[config.mk]
export PLATFORM = sky130hd
export DESIGN_NAME = pipeline_hazard_ctrl
export DESIGN_NICKNAME = d
export VERILOG_FILES = /design/src/rtl/pipeline_pkg.sv /design/src/rtl/hazard_sat_counter.sv /design/src/rtl/pipeline_hazard_ctrl.sv
export SDC_FILE = /design/constraint.sdc
export NUM_CORES = 1
export LEC_CHECK = 0
export CORE_UTILIZATION = 35
export DETAILED_ROUTE_END_ITERATION = 10
export SLEW_MARGIN = 15
export SYNTH_ARGS = -nofsm -noshare
export SYNTH_HDL_FRONTEND = slang
export SYNTH_HIERARCHICAL = 1
export SYNTH_SLANG_ARGS = --single-unit
[constraint.sdc]
create_clock -name clk_i -period 3.4 [get_ports clk_i]
set_clock_uncertainty 0.05 [all_clocks]
set_input_delay 1.02 -clock clk_i [delete_from_list [all_inputs] [get_ports clk_i]]
set_output_delay 1.02 -clock clk_i [all_outputs]
set_load 0.05 [all_outputs]
[src/rtl/pipeline_pkg.sv]
// Shared types and defaults for the pipeline hazard controller: FSM state encoding
// and the bundle of pipeline control enables driven each cycle.
package pipeline_pkg;

  typedef enum logic [1:0] {
    ST_IDLE     = 2'd0,
    ST_RUN      = 2'd1,
    ST_MEM_WAIT = 2'd2,
    ST_FAULT    = 2'd3
  } hz_state_e;

  localparam int REG_AW_DEF      = 5;
  localparam int CNT_W_DEF       = 16;
  localparam int MEM_TIMEOUT_DEF = 64;

  typedef struct packed {
    logic pc_write;
    logic ifid_write;
    logic ifid_flush;
    logic idex_bubble;
    logic freeze;
  } hz_ctrl_t;

  // Pipeline held with zero controls entering ID/EX (IDLE and FAULT).
  localparam hz_ctrl_t CTRL_IDLE = '{pc_write: 1'b0, ifid_write: 1'b0, ifid_flush: 1'b0,
                                     idex_bubble: 1'b1, freeze: 1'b1};
  localparam hz_ctrl_t CTRL_MEM_STALL = '{pc_write: 1'b0, ifid_write: 1'b0, ifid_flush: 1'b0,
                                          idex_bubble: 1'b0, freeze: 1'b1};
  localparam hz_ctrl_t CTRL_LOAD_USE = '{pc_write: 1'b0, ifid_write: 1'b0, ifid_flush: 1'b0,
                                         idex_bubble: 1'b1, freeze: 1'b0};
  localparam hz_ctrl_t CTRL_REDIRECT = '{pc_write: 1'b1, ifid_write: 1'b1, ifid_flush: 1'b1,
                                         idex_bubble: 1'b0, freeze: 1'b0};
  localparam hz_ctrl_t CTRL_FLOW = '{pc_write: 1'b1, ifid_write: 1'b1, ifid_flush: 1'b0,
                                     idex_bubble: 1'b0, freeze: 1'b0};

endpackage

[src/rtl/hazard_sat_counter.sv]
// Saturating event counter: one increment per qualifying cycle, holds at all-ones,
// cleared by the synchronous reset.
module hazard_sat_counter #(
  parameter int CNT_W = 16
) (
  input  logic             clk_i,
  input  logic             rst_i,
  input  logic             inc_i,
  output logic [CNT_W-1:0] cnt_o
);

  logic [CNT_W-1:0] r_cnt;
  logic             w_sat;

  assign w_sat = (r_cnt == {CNT_W{1'b1}});

  // Count register with saturation at the maximum value.
  always_ff @(posedge clk_i) begin
    if (rst_i) begin
      r_cnt <= {CNT_W{1'b0}};
    end else if (inc_i && !w_sat) begin
      r_cnt <= r_cnt + CNT_W'(1);
    end else begin
      r_cnt <= r_cnt;
    end
  end

  assign cnt_o = r_cnt;

endmodule

[src/rtl/pipeline_hazard_ctrl.sv]
// Stall/flush sequencer for the 5-stage pipeline: start gate, load-use and branch
// hazards, data-memory wait with timeout fault, and stall/flush counters.
module pipeline_hazard_ctrl
  import pipeline_pkg::*;
#(
  parameter int REG_AW      = REG_AW_DEF,
  parameter int CNT_W       = CNT_W_DEF,
  parameter int MEM_TIMEOUT = MEM_TIMEOUT_DEF
) (
  input  logic              clk_i,
  input  logic              rst_i,
  input  logic              start_i,
  input  logic              branch_i,
  input  logic              branch_taken_i,
  input  logic              jump_i,
  input  logic              idex_memread_i,
  input  logic [REG_AW-1:0] idex_rt_i,
  input  logic [REG_AW-1:0] ifid_rs_i,
  input  logic [REG_AW-1:0] ifid_rt_i,
  input  logic              mem_req_i,
  input  logic              mem_ack_i,
  output logic              pc_write_o,
  output logic              ifid_write_o,
  output logic              ifid_flush_o,
  output logic              idex_bubble_o,
  output logic              freeze_o,
  output logic              fault_o,
  output logic [CNT_W-1:0]  stall_cnt_o,
  output logic [CNT_W-1:0]  flush_cnt_o
);

  localparam int WAIT_W = $clog2(MEM_TIMEOUT + 1);
  localparam logic [WAIT_W-1:0] WAIT_LAST = WAIT_W'(MEM_TIMEOUT - 1);

  hz_state_e         r_state;
  hz_state_e         w_next_state;
  logic [WAIT_W-1:0] r_wait_cnt;
  logic [WAIT_W-1:0] w_next_wait;
  logic              r_fault;
  hz_ctrl_t          w_ctrl;
  hz_ctrl_t          w_run_ctrl;
  logic              w_load_use;
  logic              w_redirect;
  logic              w_active;
  logic              w_stall_inc;
  logic              w_flush_inc;

  // r0 is never a real load destination, so it can never create a load-use hazard.
  function automatic logic f_load_use(input logic              memread,
                                      input logic [REG_AW-1:0] ld_rt,
                                      input logic [REG_AW-1:0] use_rs,
                                      input logic [REG_AW-1:0] use_rt);
    return memread && (ld_rt != {REG_AW{1'b0}}) && ((ld_rt == use_rs) || (ld_rt == use_rt));
  endfunction

  assign w_load_use = f_load_use(idex_memread_i, idex_rt_i, ifid_rs_i, ifid_rt_i);
  assign w_redirect = jump_i || (branch_i && branch_taken_i);

  // Normal-flow hazard priority: load-use bubble masks any redirect, which retries next cycle.
  always_comb begin
    w_run_ctrl = CTRL_FLOW;
    if (w_load_use) begin
      w_run_ctrl = CTRL_LOAD_USE;
    end else if (w_redirect) begin
      w_run_ctrl = CTRL_REDIRECT;
    end else begin
      w_run_ctrl = CTRL_FLOW;
    end
  end

  // Next-state, wait counter and control outputs.
  always_comb begin
    w_next_state = r_state;
    w_next_wait  = r_wait_cnt;
    w_ctrl       = CTRL_IDLE;
    case (r_state)
      ST_IDLE: begin
        if (start_i) begin
          w_next_state = ST_RUN;
        end else begin
          w_next_state = ST_IDLE;
        end
      end
      ST_RUN: begin
        if (mem_req_i && !mem_ack_i) begin
          w_ctrl       = CTRL_MEM_STALL;
          w_next_state = ST_MEM_WAIT;
          w_next_wait  = WAIT_W'(1);
        end else begin
          w_ctrl       = w_run_ctrl;
          w_next_state = ST_RUN;
        end
      end
      ST_MEM_WAIT: begin
        if (mem_ack_i) begin
          w_ctrl       = w_run_ctrl;
          w_next_state = ST_RUN;
          w_next_wait  = {WAIT_W{1'b0}};
        end else if (r_wait_cnt == WAIT_LAST) begin
          w_ctrl       = CTRL_MEM_STALL;
          w_next_state = ST_FAULT;
          w_next_wait  = {WAIT_W{1'b0}};
        end else begin
          w_ctrl       = CTRL_MEM_STALL;
          w_next_state = ST_MEM_WAIT;
          w_next_wait  = r_wait_cnt + WAIT_W'(1);
        end
      end
      ST_FAULT: begin
        w_ctrl       = CTRL_IDLE;
        w_next_state = ST_FAULT;
      end
      default: begin
        w_ctrl       = CTRL_IDLE;
        w_next_state = ST_IDLE;
        w_next_wait  = {WAIT_W{1'b0}};
      end
    endcase
  end

  // State, wait counter and sticky fault registers.
  always_ff @(posedge clk_i) begin
    if (rst_i) begin
      r_state    <= ST_IDLE;
      r_wait_cnt <= {WAIT_W{1'b0}};
      r_fault    <= 1'b0;
    end else begin
      r_state    <= w_next_state;
      r_wait_cnt <= w_next_wait;
      r_fault    <= r_fault || (w_next_state == ST_FAULT);
    end
  end

  assign w_active    = (r_state == ST_RUN) || (r_state == ST_MEM_WAIT);
  assign w_stall_inc = w_active && !w_ctrl.pc_write;
  assign w_flush_inc = w_active && w_ctrl.ifid_flush;

  hazard_sat_counter #(.CNT_W(CNT_W)) u_stall_cnt (
    .clk_i (clk_i),
    .rst_i (rst_i),
    .inc_i (w_stall_inc),
    .cnt_o (stall_cnt_o)
  );

  hazard_sat_counter #(.CNT_W(CNT_W)) u_flush_cnt (
    .clk_i (clk_i),
    .rst_i (rst_i),
    .inc_i (w_flush_inc),
    .cnt_o (flush_cnt_o)
  );

  assign pc_write_o    = w_ctrl.pc_write;
  assign ifid_write_o  = w_ctrl.ifid_write;
  assign ifid_flush_o  = w_ctrl.ifid_flush;
  assign idex_bubble_o = w_ctrl.idex_bubble;
  assign freeze_o      = w_ctrl.freeze;
  assign fault_o       = r_fault;

endmodule
Yosys cells after proc, flatten, opt, wreduce, memory -nomap -nowiden
Cells that the tools add are included.
{"block": "totals", "ff_bits": 42, "output_inout_bits": 38, "wordCells": 52}
{"block": "op_classes", "add_sub_neg": 3, "n_eq_ne": 10, "n_mux": 14, "reduce_logical": 20}
{"op": "$add 16x1->16 const B", "n": 2}
{"op": "$eq 16x16->1 const B", "n": 2}
{"op": "$mux 7", "n": 3}
{"op": "$mux 5", "n": 3}
{"op": "$pmux 7 s2", "n": 1}
{"op": "$eq 5x5->1", "n": 2}
{"op": "$pmux 5 s2", "n": 1}
{"op": "$logic_and 1x1->1", "n": 8}
{"op": "$pmux 2 s4", "n": 1}
{"op": "$add 7x1->7 const B", "n": 1}
{"op": "$eq 7x6->1 const B", "n": 1}
{"op": "$eq 2x2->1 const B", "n": 3}
{"op": "$reduce_bool 5->1", "n": 1}
{"op": "$logic_not 1->1", "n": 4}
{"op": "$logic_or 1x1->1", "n": 4}
{"op": "$mux 2", "n": 2}
{"op": "$mux 3", "n": 1}
{"op": "$eq 2x1->1 const B", "n": 1}
{"op": "$logic_not 2->1", "n": 1}
{"op": "$mux 1", "n": 2}
{"op": "$ne 2x2->1 const B", "n": 1}
{"op": "$reduce_and 2->1", "n": 1}
{"op": "$reduce_bool 2->1", "n": 1}

Logic depth before layout (Yosys ltp)
Gate-level depths: netlist of run 1.
{"block": "depth", "depth_word": 9, "mapped_depth": 11}

Modules after synthesis
Netlist of run 1, hierarchy kept.
{"module": "hazard_sat_counter", "n_inst": 2, "cells_each": 96, "area_each_um2": 833.3, "seq_area_each_um2": 320.3}
{"module": "pipeline_hazard_ctrl", "n_inst": 1, "cells_each": 102, "area_each_um2": 785.8, "seq_area_each_um2": 200.2}

Worst setup path after synthesis of run 1
Ideal clock, no wire load.
{"block": "synth_path", "path_kind": "input to register", "startpoint": "input idex_rt_i[1]", "endpoint": "register u_flush_cnt.r_cnt[15], in the netlist u_flush_cnt/cnt_o[15]", "setup_time_ns": 0.121, "t_arrival_ns": 3.937, "required_time_ns": 3.229, "setup_slack_ns": -0.708, "cell_stages": 8, "path_cell_list": "or4_1 > o21a_1 > a21oi_1 > nand2_1 > or3_1 > clkbuf_2 > nor4_1 > mux2_2"}
{"block": "synth_between", "elab_chain_len": 8, "word_cells_on_any_way": 12, "classes_between": "2 x eq/ne; 4 x mux; 6 x reduce/logical"}
{"item": "from (decl)", "line": "pipeline_hazard_ctrl.sv:17", "source": "input logic [REG_AW-1:0] idex_rt_i,"}
{"item": "$eq 5x5->1 / $reduce_bool 5->1 (equally long branches)", "line": "pipeline_hazard_ctrl.sv:53", "source": "return memread && (ld_rt != {REG_AW{1'b0}}) && ((ld_rt == use_rs) || (ld_rt == use_rt));"}
{"item": "$logic_or 1x1->1 / $logic_and 1x1->1 (equally long branches)", "line": "pipeline_hazard_ctrl.sv:53"}
{"item": "$logic_and 1x1->1 *", "line": "pipeline_hazard_ctrl.sv:53"}
{"item": "$mux 5 *", "line": "pipeline_hazard_ctrl.sv:62", "source": "if (w_load_use) begin"}
{"item": "$mux 5 (on tied branches)", "line": "pipeline_hazard_ctrl.sv:95, pipeline_hazard_ctrl.sv:85"}
{"item": "$pmux 5 s2 *", "line": "pipeline_hazard_ctrl.sv:76", "source": "case (r_state)"}
{"item": "net ifid_flush_o", "line": "pipeline_hazard_ctrl.sv:24", "source": "output logic ifid_flush_o,"}
{"item": "$logic_and 1x1->1 *", "line": "pipeline_hazard_ctrl.sv:136", "source": "assign w_flush_inc = w_active && w_ctrl.ifid_flush;"}
{"item": "$logic_and 1x1->1 *", "line": "hazard_sat_counter.sv:21", "source": "end else if (inc_i && !w_sat) begin"}
{"item": "to (signal assigned)", "line": "hazard_sat_counter.sv:20", "source": "r_cnt <= {CNT_W{1'b0}};"}
{"item": "to (signal assigned)", "line": "hazard_sat_counter.sv:22", "source": "r_cnt <= r_cnt + CNT_W'(1);"}
{"item": "to (signal assigned)", "line": "hazard_sat_counter.sv:24", "source": "r_cnt <= r_cnt;"}
{"item": "to (decl)", "line": "hazard_sat_counter.sv:12", "source": "logic [CNT_W-1:0] r_cnt;"}
The timed path passes the listed nets; every way through them passes the cells marked *.
A chain may end at the register's enable or synchronous reset.

Final worst setup path of run 1
{"block": "layout_path", "startpoint": "input idex_rt_i[4]", "endpoint": "output pc_write_o"}
{"block": "layout_between", "elab_chain_len": 6, "word_cells_on_any_way": 10, "classes_between": "2 x eq/ne; 4 x mux; 4 x reduce/logical"}
{"item": "$eq 5x5->1 / $reduce_bool 5->1 (equally long branches)", "line": "pipeline_hazard_ctrl.sv:53"}
{"item": "$logic_or 1x1->1 / $logic_and 1x1->1 (equally long branches)", "line": "pipeline_hazard_ctrl.sv:53"}
{"item": "$logic_and 1x1->1 *", "line": "pipeline_hazard_ctrl.sv:53"}
{"item": "$mux 5 *", "line": "pipeline_hazard_ctrl.sv:62"}
{"item": "$mux 5 (on tied branches)", "line": "pipeline_hazard_ctrl.sv:95, pipeline_hazard_ctrl.sv:85"}
{"item": "$pmux 5 s2 *", "line": "pipeline_hazard_ctrl.sv:76"}
{"item": "to (decl)", "line": "pipeline_hazard_ctrl.sv:22", "source": "output logic pc_write_o,"}
Mark *: on every way between the ends. The rest lies on a longest branch, timed or not.

==> qor.csv, run 1 <==
stage,metric,value,unit
cts,clk_lat worst skew,290,ps
final_layout,share of cells above drive strength 1,0.168,
synthesis,sequential area share after synthesis,0.343,
synthesis,Post-Synthesis Net Count,325,
outcome,outcome,"finished, final reports clean",
hold_path,hold endpoint,fault_o,
synthesis,"EDFF count, synth",0,
power,PD cells,305,nW/um^2
cts,hold_buf cts,0,
final_layout,# diodes,0,
worst_setup_path,crit path capture type,output port,
global_routing,global route total overflow,0,
hold_path,hold path depth,2,
cts,clk root buf,clkbuf_8,
global_routing,maximum number of pins on one net before global-route repair,48,
synthesis,Synth Area in Compound Gates,0.183,
sta,final setup vio count,0,
sta,Slew HR,0.389,
sta,worst hold margin,415,ps
final_layout,"most common cell after layout, fill and taps aside",dfxtp_1,
placement,hpwl dp,4.21,mm
cts,CTS tree,done,
synthesis,Syn Std Cell Area,2450,sq um
synthesis,mux share of post-synthesis cell area,0.0388,
synthesis,"FFs w/ async S/R, synth",0,
final_layout,Area Overhead vs Synth,43.9,%
routing,DR iter-0 viols,127,
cts,CTS HTree Levels,2,
synthesis,Post-Synth XOR/XNOR Area,0.0571,
cts,Clock Tree Buf Depth,2,
synthesis,largest family of logic cells by synthesized area,simple AND/OR/NAND/NOR gates,
floorplan,die area,7350,sq um
worst_setup_path,crit path kind,in2out,
sta,max-slew violations,0,
sta,setup_tns,0,ps
sta,Max Clock Freq,0.298,GHz
floorplan,num ports,62,
power,Max IR drop VDD,209,uV
worst_setup_path,R2R Path Start,r_state[0],
worst_setup_path,Worst Path Max Fanout,4,
routing,drt drc,0,
synthesis,synth unique cells,48,
cts,CTS buffer count,5,
routing,Pre-antenna DRT Iters,4,
run,Max Cap Violations,0,
cts,Clock Sinks,42,
placement,Buffers on Ports,61,
placement,GPL Wtd Cong,0.795,
worst_setup_path,reg2reg setup slack,730,ps
routing,Vias per Instance,5.09,
synthesis,Synth Register Bits,42,
sta,RSZ-0062 raised after global routing,false,
synthesis,Mapped Cells,294,
synthesis,yosys warns,6,
global_routing,initial antenna violation count,0,
sta,Hold Fails Final Rpt,0,
sta,Final period util,0.988,
placement,placed cell areas,3370,sq um
cts,"Reg clk slew, reported paths",70,ps
final_layout,"commonest cells after routing, fill and taps aside","42 x dfxtp_1, 41 x clkdlybuf4s50_1, 31 x nor2_1, 24 x nand2_1, 21 x buf_4",
sta,PnR worst setup slack,41.3,ps
worst_setup_path,startpoint types,input pin,
routing,remaining antenna violation count after routing,0,
sta,Period minus WS final,3360,ps
worst_setup_path,Worst EP required,2330,ps
synthesis,Adder-Cell Fraction of Synth Area,0.0357,
routing,drt wl/cell,12.1,um
sta,Worst Max-Slew Pin Slew,908,ps
floorplan,Die X,85.7,um
synthesis,prevailing post-synth register cell,dfxtp_1,
synthesis,Synth Area in Simple Gates,0.306,
routing,routed via count,2402,
worst_setup_path,R2R cell count,9,
worst_setup_path,RR Endpoint,u_stall_cnt/cnt_o[15],
floorplan,# rows,30,
final_layout,Final nets,407,
worst_setup_path,Worst EP arrival,2290,ps
synthesis,Mean Syn Cell Area,8.34,sq um
global_routing,vias in the first global route,2150,
floorplan,core area,6790,sq um
floorplan,die extent in y,85.7,um
global_routing,GRT Overall Usage,0.157,
power,total power,1070,uW
floorplan,Starting Density,0.361,
hold_path,Hold Path Class,reg2reg,
final_layout,fin area,3530,sq um
routing,Routed WL,5.72,mm
placement,Post-Place Worst Slack,-379,ps
power,Pleak,0.00125,uW
global_routing,first-pass GRT wire length,9.38,mm
hold_path,Hold Startpoint,fault_o,
critical path, cell delays in order:
cell     delay (ps)
buf_2           130
or4_4           540
o21a_4          240
a21oi_4         190
buf_12          160
synthesized netlist by cell type, types with 5 or more instances:
cell type / n / share of area
dfxtp_1: 42 / 0.34
xnor2_1: 14 / 0.050
nor4_1: 6 / 0.015
nand4_1: 8 / 0.020
nand3_1: 17 / 0.035
nor3_1: 9 / 0.018
inv_1: 8 / 0.012
mux2i_1: 5 / 0.020
o31ai_1: 8 / 0.024
or4_1: 8 / 0.024
and4_1: 6 / 0.021
nand2_1: 24 / 0.037
nor2_1: 31 / 0.047
ha_1: 7 / 0.036
o21ai_0: 13 / 0.027
a21oi_1: 18 / 0.037
nor2b_1: 7 / 0.018
logic make-up after synthesis:
kind of cell	after synthesis
buf+inv	16
flops	42
mux	9
xor+xnor	16
simple gates	138
fa+ha+maj	7
compound gates	66
metrics by stage:
| step | instances | util |
|---|---|---|
| 6_report | 472 | 0.519 |
| 5_1_grt | 472 | 0.519 |
| 4_1_cts | 472 | 0.513 |
| 3_5_place_dp | 464 | 0.496 |
| 3_3_place_gp | 464 | 0.496 |
| 2_1_floorplan | 294 | - |
area by class of cell:
cell class,count,area [sq um]
Fill cell,658,3270
Multi-Input combinational cell,236,1610
Timing Repair Buffer,83,818
Clock inverter,1,30.0
Tap cell,96,120
Sequential cell,42,841
Clock buffer,6,82.6
Inverter,8,30.0
worst max-delay path by stage:
stage / start / end / slack [ps] / depth (start not counted)
after CTS: ifid_rs_i[4] / idex_bubble_o / 0.3 / 6
after floorplan: idex_rt_i[1] / u_flush_cnt/cnt_o[15] / -80 / 8
after global routing: idex_rt_i[4] / ifid_write_o / 20 / 5
after global placement: idex_rt_i[2] / u_flush_cnt/cnt_o[15] / -360 / 8
final: idex_rt_i[4] / pc_write_o / 40 / 5
after detailed placement: idex_rt_i[2] / u_flush_cnt/cnt_o[15] / -380 / 8
sequential cells by signal, summed over array words and instances (netlist names):
signal	count
r_state	2
u_flush_cnt/cnt_o	16
r_wait_cnt	7
u_stall_cnt/cnt_o	16
fault_o	1
power breakdown:
| part | switching (uW) | internal (uW) | leakage (uW) |
|---|---|---|---|
| Sequential | 6.08 | 497 | 0.000339 |
| Clock | 160 | 235 | 0.0000573 |
| Combinational | 94.0 | 82.9 | 0.000857 |
| Total | 260 | 815 | 0.00125 |
metal layers:
metal | part of all wire | GRT usage | vias up
li1 | - | - | 1266
met2 | 0.48 | 0.265 | 51
met1 | 0.48 | 0.200 | 1083
met3 | 0.043 | 0.0356 | 2
met5 | 0 | 0 | -
met4 | 0.0054 | 0.0455 | 0
timing repair:
item	4_1_cts	5_1_grt
endpoints found under the setup margin	8	11
gates resized for setup	23	11
pin swaps	10	9
endpoints found under the hold margin	0	0
setup buffers	1	0
(Power assumes the default switching activity.)
==> run 2: changes to the inputs <==
==> constraint.sdc (replaced) <==
create_clock -name clk_i -period 3.45 [get_ports clk_i]
set_clock_uncertainty 0.05 [all_clocks]
set_input_delay 1.035 -clock clk_i [delete_from_list [all_inputs] [get_ports clk_i]]
set_output_delay 1.035 -clock clk_i [all_outputs]
set_load 0.05 [all_outputs]
==> run 2 against run 1 <==
Core utilization increased by 0.55 points. Die area unchanged. Sequential share of layout area decreased by 0.25 points. Critical endpoint is now ifid_write_o.
==> qor.csv, run 2 (synthesis gave the netlist of run 1 again) <==
stage,metric,value,unit,change
power,PD cells,320,nW/um^2,+5.2%
cts,hold_buf cts,0,,unchanged
sta,setup_tns,0,ps,unchanged
routing,Pre-antenna DRT Iters,4,,unchanged
placement,placed cell areas,3340,sq um,-0.74%
sta,Hold Fails Final Rpt,0,,unchanged
global_routing,first-pass GRT wire length,9.89,mm,+5.4%
worst_setup_path,Worst EP required,2360,ps,+30 ps
final_layout,Area Overhead vs Synth,45.4,%,
worst_setup_path,Worst Path Max Fanout,2,,-2
floorplan,die extent in y,85.7,um,unchanged
global_routing,Most Crowded Layer GR,met2,,
floorplan,num ports,62,,unchanged
global_routing,initial antenna violation count,0,,unchanged
power,total power,1140,uW,+6.4%
routing,drt wl/cell,12.6,um,+4.2%
sta,Final period util,0.990,,
placement,Post-Place Worst Slack,-317,ps,+62.2 ps
cts,clk root buf,clkbuf_8,,
outcome,outcome,"finished, final reports clean",,
hold_path,Hold Path Class,reg2reg,,
global_routing,met1 track demand over resource,0.211,,+0.0118
floorplan,Starting Density,0.361,,unchanged
sta,Worst Max-Slew Pin Slew,934,ps,+26.2 ps
global_routing,grt met2 use,0.273,,+0.00800
worst_setup_path,CP Cell Sequence,"clkdlybuf4s50_1, xnor2_1, nand2_1, buf_4, o22ai_4, a21oi_4, buf_12",,
power,Max IR drop VDD,202,uV,-3.5%
cts,CTS tree,done,,
final_layout,Final Util,0.525,,+0.00553
worst_setup_path,reg2reg setup slack,770,ps,+40 ps
worst_setup_path,Worst EP arrival,2330,ps,+40 ps
placement,GPL Wtd Cong,0.830,,+4.4%
worst_setup_path,startpoint types,input pin,,
final_layout,fin area,3570,sq um,+1.1%
final_layout,"commonest cells after routing, fill and taps aside","43 x clkdlybuf4s50_1, 42 x dfxtp_1, 31 x nor2_1, 24 x nand2_1, 22 x buf_4",,
routing,remaining antenna violation count after routing,0,,unchanged
worst_setup_path,R2R cell count,11,,+2
worst_setup_path,end point of the critical path,ifid_write_o,,
worst_setup_path,RR Endpoint,u_flush_cnt/cnt_o[15],,
routing,Vias per Instance,5.21,,+2.4%
worst_setup_path,R2R Path Start,r_state[0],,
floorplan,Die X,85.7,um,unchanged
cts,Clock Tree Buf Depth,2,,unchanged
global_routing,maximum number of pins on one net before global-route repair,35,,-27%
global_routing,global route total overflow,0,,unchanged
routing,Routed WL,5.97,mm,+4.4%
final_layout,# diodes,0,,unchanged
worst_setup_path,CP peak stage delay,470,ps,-70 ps
routing,routed via count,2465,,+2.6%
sta,final setup vio count,0,,unchanged
worst_setup_path,crit path capture type,output port,,
worst_setup_path,worst setup path startpoint,ifid_rs_i[3],,
sta,Max Clock Freq,0.293,GHz,
run,Max Cap Violations,0,,unchanged
worst_setup_path,crit path kind,in2out,,
final_layout,share of cells above drive strength 1,0.175,,+0.00751
floorplan,# rows,30,,unchanged
cts,CTS HTree Levels,2,,unchanged
sta,Period minus WS final,3410,ps,
floorplan,core area,6790,sq um,unchanged
sta,Slew HR,0.371,,-0.0176
cts,CTS buffer count,5,,unchanged
global_routing,GRT Overall Usage,0.165,,+0.00778
floorplan,die area,7350,sq um,unchanged
sta,max-slew violations,0,,unchanged
final_layout,"most common cell after layout, fill and taps aside",clkdlybuf4s50_1,,
routing,drt drc,0,,unchanged
worst_setup_path,"Slowest-stage cell, CP",clkdlybuf4s50_1,,
global_routing,met3 GRT Util,0.0375,,+0.00192
final_layout,Final nets,407,,unchanged
cts,"Reg clk slew, reported paths",80,ps,about the same
placement,hpwl dp,4.24,mm,+0.58%
global_routing,vias in the first global route,2269,,+5.5%
cts,Clock Sinks,42,,unchanged
sta,PnR worst setup slack,35.1,ps,-6.21 ps
routing,DR iter-0 viols,99,,-22%
placement,Buffers on Ports,61,,unchanged
cts,clk_lat worst skew,300,ps,about the same
power,Pleak,0.00128,uW,+2.5%
-- run 2: changes by cell type in the layout (fill, tap and decap cells not counted), moves of 2 or more --
cell	before	now
dlymetal6s2s_1	5	7
dlygate4sd2_1	7	3
clkdlybuf4s50_1	41	43
xnor2_2	2	4
xnor2_1	12	10
-- run 2: metrics by stage --
stage / hold slack (ps) / cells
global placement: 394 / 463
global route: 452 / 473
detailed placement: 397 / 463
CTS: 417 / 472
finish: 409 / 473
floorplan: 402 / 294
-- run 2: repair_timing --
action | CTS | global route
pin swaps | 8 | 10
endpoints found under the setup margin | 4 | 11
buffers inserted | 1 | 1
gates resized for setup | 20 | 15
-- run 2: report_power, final --
group | leakage, uW | total (uW) | internal, uW | switching (uW)
clock network | 0.0000683 | 470 | 290 | 179
logic | 0.000878 | 177 | 83.4 | 94.0
registers | 0.000339 | 496 | 490 | 6.28
total | 0.00128 | 1140 | 863 | 280
-- run 2: layout make-up --
cell class / count / area, sq um
multi-input cells: 236 / 1620
clock inverters: 3 / 68.8
repair buffers: 83 / 816
flip-flops and latches: 42 / 841
well taps: 96 / 120
inverters: 8 / 30.0
clock buffers: 5 / 68.8
fillers: 653 / 3230
-- run 2: worst min path at each step --
stage / end / depth (start not counted) / slack [ps] / from
2_1_floorplan: r_wait_cnt[6] / 1 / 400 / r_wait_cnt[6]
3_3_place_gp: fault_o / 2 / 390 / fault_o
6_report: fault_o / 2 / 410 / fault_o
3_5_place_dp: fault_o / 2 / 400 / fault_o
5_1_grt: fault_o / 2 / 450 / fault_o
4_1_cts: fault_o / 2 / 420 / fault_o
-- run 2: worst max-delay path, delay by kind of cell --
kind / cells / cell delay [ps]
and+or+nand+nor: 1 / 110
xor gates and xnor gates: 1 / 120
buffers and inverters: 3 / 780
AOI/OAI and AO/OA: 2 / 280
-- run 2: layer usage --
metal  vias to the layer above  share of wire
li1                       1266              -
met1                      1141           0.49
met2                        56           0.46
met3                         2          0.046
met4                         0         0.0045
met5                         -              0
